File: src/rtl/tx_frame_arbiter.sv
// tx_frame_arbiter: round-robin arbiter that frames one requester's payload
// with preamble/SFD header bytes and a fixed idle gap before re-arbitrating.
// Optional feature macro: TX_ARB_MAXLEN_EN (truncate payload at MAX_PAYLOAD bytes).
module tx_frame_arbiter #(
    parameter int unsigned   NREQ          = 2,
    parameter int unsigned   D             = 8,
    parameter int unsigned   PREAMBLE_LEN  = 2,
    parameter logic [D-1:0]  PREAMBLE_BYTE = D'(8'h55),
    parameter logic [D-1:0]  SFD_BYTE      = D'(8'hD5),
    parameter int unsigned   GAP_CYCLES    = 4,
    parameter int unsigned   MAX_PAYLOAD   = 16
) (
    input  logic              clk,
    input  logic              reset,
    input  logic [NREQ-1:0]   req,
    input  logic [NREQ*D-1:0] req_data,
    input  logic [NREQ-1:0]   req_last,
    output logic [NREQ-1:0]   req_ack,
    output logic [NREQ-1:0]   grant,
    output logic              busy,
    output logic              frame_abort,
    output logic              frame_trunc,
    input  logic              tx_rdy,
    output logic              tx_send,
    output logic [D-1:0]      tx_data
);

    localparam int unsigned IW = $clog2(NREQ);
    localparam int unsigned CW = 8;
`ifdef TX_ARB_MAXLEN_EN
    localparam int unsigned PW = $clog2(MAX_PAYLOAD + 1);
`endif

    typedef enum logic [2:0] {
        IDLE     = 3'd0,
        PREAMBLE = 3'd1,
        SFD      = 3'd2,
        PAYLOAD  = 3'd3,
        GAP      = 3'd4
    } state_t;

    state_t          state, state_nxt;
    logic [IW-1:0]   gidx, gidx_nxt;
    logic [NREQ-1:0] grant_nxt;
    logic [IW-1:0]   ptr, ptr_nxt;
    logic [CW-1:0]   cnt, cnt_nxt;
`ifdef TX_ARB_MAXLEN_EN
    logic [PW-1:0]   pcnt, pcnt_nxt;
`else
    logic            unused_maxlen;
    assign unused_maxlen = (MAX_PAYLOAD == 0);
`endif

    logic            pick_valid;
    logic [IW-1:0]   pick_idx;
    logic [IW-1:0]   cand;
    logic            req_g;
    logic            last_g;
    logic [D-1:0]    data_g;

    // Round-robin pick: lowest offset from ptr with req high wins
    always_comb begin
        pick_valid = 1'b0;
        pick_idx   = '0;
        cand       = '0;
        for (int k = NREQ - 1; k >= 0; k--) begin
            cand = IW'((32'(ptr) + 32'(k)) % NREQ);
            if (req[cand]) begin
                pick_valid = 1'b1;
                pick_idx   = cand;
            end
        end
    end

    assign req_g  = req[gidx];
    assign last_g = req_last[gidx];
    assign data_g = req_data[32'(gidx) * D +: D];
    assign busy   = (state != IDLE);

    // State and bookkeeping registers
    always_ff @(posedge clk) begin
        if (reset) begin
            state <= IDLE;
            gidx  <= '0;
            grant <= '0;
            ptr   <= '0;
            cnt   <= '0;
`ifdef TX_ARB_MAXLEN_EN
            pcnt  <= '0;
`endif
        end else begin
            state <= state_nxt;
            gidx  <= gidx_nxt;
            grant <= grant_nxt;
            ptr   <= ptr_nxt;
            cnt   <= cnt_nxt;
`ifdef TX_ARB_MAXLEN_EN
            pcnt  <= pcnt_nxt;
`endif
        end
    end

    // Next-state logic and per-state transmitter/handshake outputs
    always_comb begin
        state_nxt   = state;
        gidx_nxt    = gidx;
        grant_nxt   = grant;
        ptr_nxt     = ptr;
        cnt_nxt     = cnt;
`ifdef TX_ARB_MAXLEN_EN
        pcnt_nxt    = pcnt;
`endif
        tx_send     = 1'b0;
        tx_data     = '0;
        req_ack     = '0;
        frame_abort = 1'b0;
        frame_trunc = 1'b0;

        case (state)
            IDLE: begin
                if (pick_valid) begin
                    gidx_nxt  = pick_idx;
                    grant_nxt = NREQ'(1'b1) << pick_idx;
                    ptr_nxt   = IW'((32'(pick_idx) + 32'd1) % NREQ);
                    cnt_nxt   = '0;
`ifdef TX_ARB_MAXLEN_EN
                    pcnt_nxt  = '0;
`endif
                    state_nxt = PREAMBLE;
                end
            end

            PREAMBLE: begin
                tx_send = 1'b1;
                tx_data = PREAMBLE_BYTE;
                if (tx_rdy) begin
                    if (cnt == CW'(PREAMBLE_LEN - 1)) begin
                        cnt_nxt   = '0;
                        state_nxt = SFD;
                    end else begin
                        cnt_nxt = cnt + CW'(1);
                    end
                end
            end

            SFD: begin
                tx_send = 1'b1;
                tx_data = SFD_BYTE;
                if (tx_rdy) begin
                    state_nxt = PAYLOAD;
                end
            end

            PAYLOAD: begin
                if (!req_g) begin
                    // Owner withdrew mid-frame: close the frame without an ack
                    frame_abort = 1'b1;
                    cnt_nxt     = '0;
                    state_nxt   = GAP;
                end else begin
                    tx_send = 1'b1;
                    tx_data = data_g;
                    if (tx_rdy) begin
                        req_ack[gidx] = 1'b1;
                        if (last_g) begin
                            cnt_nxt   = '0;
                            state_nxt = GAP;
                        end
`ifdef TX_ARB_MAXLEN_EN
                        else if (pcnt == PW'(MAX_PAYLOAD - 1)) begin
                            frame_trunc = 1'b1;
                            cnt_nxt     = '0;
                            state_nxt   = GAP;
                        end else begin
                            pcnt_nxt = pcnt + PW'(1);
                        end
`endif
                    end
                end
            end

            GAP: begin
                if (cnt == CW'(GAP_CYCLES - 1)) begin
                    cnt_nxt   = '0;
                    grant_nxt = '0;
                    state_nxt = IDLE;
                end else begin
                    cnt_nxt = cnt + CW'(1);
                end
            end

            default: begin
                state_nxt = IDLE;
                grant_nxt = '0;
                cnt_nxt   = '0;
            end
        endcase
    end

endmodule

File: config.mk
export PLATFORM = sky130hd
export DESIGN_NAME = tx_frame_arbiter
export DESIGN_NICKNAME = d
export VERILOG_FILES = /design/src/rtl/tx_frame_arbiter.sv
export SDC_FILE = /design/constraint.sdc
export NUM_CORES = 1
export LEC_CHECK = 0
export BUFFER_PORTS_ARGS = -buffer_cell sky130_fd_sc_hd__buf_2
export CORE_MARGIN = 5
export CORE_UTILIZATION = 35
export DETAILED_ROUTE_END_ITERATION = 7
export GPL_ROUTABILITY_DRIVEN = 0
export PLACE_DENSITY_LB_ADDON = 0.05
export SLEW_MARGIN = 20
export SYNTH_ARGS = -nofsm -noshare
export SYNTH_HDL_FRONTEND = slang
export SYNTH_SLANG_ARGS = --single-unit
File: constraint.sdc
create_clock -name clk -period 1.8 [get_ports clk]
set_clock_uncertainty 0.05 [all_clocks]
set_input_delay 0.27 -clock clk [delete_from_list [all_inputs] [get_ports clk]]
set_output_delay 0.27 -clock clk [all_outputs]
set_load 0.01 [all_outputs]
==> results.ini <==
[global_route]
grt_max_degree = 19
gr-usage-met3_pct = 4.59
grt_pass1_wl_mm = 4.86
busiest_layer = met2
grt_antenna_before_repair = 0
grt_pass1_vias = 1067
track_usage_pct = 14.1
gr-total-overflow = 0
use_met1_pct = 18.4
grt_use_met2_pct = 22.2

[yosys]
yosysSeqAreaShare_pct = 27.2
synthAdderAreaFrac_pct = 2.27
synth_largest_area_cell = dfxtp_1
synth_xor_area_share_pct = 0.794
synth_area_leaders = dfxtp_1 (27%), mux2i_1 (10%), nor2_1 (5.4%)
synth_compound_area_share_pct = 26.0
synth_mux_area_share_pct = 12.0
synth_top_area_share_pct = 27.2
synth_top_family_by_area = compound AO/OA/AOI/OAI gates
synth-simple-area-share_pct = 23.0
syn-num-nets = 160
synth_cells = 135
syn_area_um2 = 1100
yosys_warnings = 0
postSynthAreaPerCell_um2 = 8.17
ys_types = 42
yosys_register_bits = 15

[sta]
timing.final.crit_period_ns = 1.79
fin_crit_sh_pct = 99.5
slew_violations = 0
rsz0062_at_grt = yes
finalHoldViolations = 0
whs_ns = 0.225
finalSetupViolations = 0
final.setup.tns_ns = 0
max_freq_mhz = 558

[clock_network]
root_buffer = clkbuf_4
numCtsBuffers = 3
clockBufferDepth = 2
cts_tree = done
clk_latency_ns = 0.29
cts_sinks = 15
path_clk_slew_ns = 0.09
holdBufCountCts = 0
htree_levels = 1

[finish]
layout_commonest_cell = buf_2
syn2layout_area_growth_pct = 41.6
antenna_cells = 0
drive_gt1_share_pct = 45.6
fin_area_um2 = 1560
final_cell_mix = buf_2 (35), nor2_1 (12), buf_4 (12), dfxtp_1 (11), mux2i_1 (9)
nNetsFinal = 208

[placed_design]
placed_area_um2 = 1350
port-buffer-count = 37
hpwlAfterDp_mm = 2.30

[power_and_ir_drop]
irDropWorstVdd_uv = 727
swShare_pct = 44.1
p_clk_share_pct = 10.6
internal-power_w = 0.00106
p_leak_nw = 0.693
p_sw_w = 0.000840
p_comb_share_pct = 64.0
pwr_density_cell_nw_per_um2 = 1220
pwr-share-seq_pct = 25.4

[setup_path]
cp-endpoint = tx_data[0]
r2r-start = state[2]
r2r_end = cnt[7]
r2r_cells = 7
critPathMaxStageDelay_ns = 0.40
worstPathArrival_ns = 1.47
cp.required_ns = 1.48
critPathMaxFanout = 5
path_class = flip-flop to output port
cp_cell_sequence = mux2i_2 > a31o_4 > buf_4 > a21oi_1 > buf_2
worstSetupStartpoint = gidx
cp_slowest_cell = dfxtp_4
critPathLaunchType = flip-flop
end_kind = output port
r2r_setup_slack_ns = 0.05

[routing]
via_per_inst = 5.34
vias = 1206
first_pass_iters = 4
routedWlPerCell_um = 14.4
ant_nets = 0
finalWirelength_mm = 3.25
drc_errors = 0
drtIter0Drc = 68

[floorplan]
dieHeight_um = 66.2
io_pins = 39
core_area_um2 = 3030
floorplan.initialDensity_pct = 36.4
dieArea_um2 = 4380
num_rows = 20
die_w_um = 66.2

[job]
cap_viol_max_count = 0

[worst_hold_path]
min_from = req[1]
hp-class = primary input to flip-flop

[run_status]
status = completed

-- through the flow --
step | utilization, % | instances | total power, W | setup slack [ns]
6_report | 51.6 | 226 | 0.00190 | 0.00818
2_1_floorplan | - | 135 | 0.00122 | 0.0533
5_1_grt | 51.6 | 226 | 0.00205 | -0.101
4_1_cts | 47.4 | 223 | 0.00176 | 0.0133
3_5_place_dp | 44.7 | 216 | 0.00151 | 0.0520
3_3_place_gp | 44.7 | 216 | 0.00150 | -0.0504
-- cell usage after synthesis --
cell / instances
a211oi_2: 1
a32o_1: 5
a311oi_1: 1
nand3b_1: 1
ha_1: 2
nor2_1: 16
o21ai_0: 1
conb_1: 1
a21boi_1: 1
or2_1: 1
or3b_1: 1
nand2b_1: 2
nor4_1: 2
buf_6: 2
and3_1: 3
o2bb2ai_1: 1
nor3b_1: 6
dfxtp_1: 15
nor3_1: 3
a21boi_0: 3
o21bai_1: 1
a41o_1: 1
xor2_1: 1
nand2_1: 8
a21oi_1: 10
mux2_2: 1
buf_4: 3
o21ai_1: 5
clkbuf_1: 3
a31o_2: 1
and2_4: 2
mux2i_1: 11
clkbuf_2: 1
a21o_1: 1
a311o_1: 1
buf_2: 1
inv_1: 7
a31o_4: 1
mux2_1: 1
o221a_4: 1
o31ai_1: 2
nand3_1: 4
-- registers in the layout, indices dropped and copies added (netlist names) --
name   cells
state      3
grant      2
gidx       1
ptr        1
cnt        8
-- layout make-up --
class	instances	area, um^2
Fill cell	298	1470
Multi-Input combinational cell	104	810
Timing Repair Buffer	52	330
Sequential cell	15	315
Tap cell	44	55.1
Clock buffer	4	26.3
Inverter	7	26.3
-- worst min-delay path by stage --
stage          endpoint  slack, ns  depth (start not counted)
4_1_cts             ptr       0.21                          2
3_3_place_gp   grant[1]       0.40                          2
2_1_floorplan       ptr       0.34                          1
3_5_place_dp   grant[1]       0.41                          2
6_report            ptr       0.23                          2
5_1_grt             ptr       0.22                          2
-- power groups by stage --
stage | clock [W] | sequential, W | combinational [W]
3_5_place_dp | 0 | 0.000470 | 0.00104
4_1_cts | 0.000211 | 0.000472 | 0.00108
3_3_place_gp | 0 | 0.000469 | 0.00103
2_1_floorplan | 0 | 0.000428 | 0.000791
5_1_grt | 0.000231 | 0.000495 | 0.00133
6_report | 0.000201 | 0.000484 | 0.00122
-- layer usage --
metal	wire [um]	vias up
li1	-	587
met1	1430	572
met2	1550	43
met3	242	4
met4	23	0
met5	0	-
-- logic make-up (layout without fill, tap and decap cells) --
group	Yosys count	after routing
AND/OR/NAND/NOR	49	49
AO/OA/AOI/OAI	37	38
buffers and inverters	17	63
flip-flops	15	15
multiplexers	13	13
adder cells (fa/ha/maj)	2	2
other	1	1
XOR/XNOR	1	1
-- timing repair --
item,4_1_cts,5_1_grt
buffers inserted,3,3
cloned,0,1
gates resized for setup,11,25
setup endpoints to repair,10,17
pin swaps,1,11
-- critical path: cells and delay by family, from the launching register on --
| family | cells | cell delay, ns |
|---|---|---|
| multiplexers | 1 | 0.25 |
| buffers and inverters | 2 | 0.29 |
| AO/OA/AOI/OAI | 2 | 0.25 |
| flip-flops | 1 | 0.40 |
No activity file was read; power rests on OpenSTA's default activity.
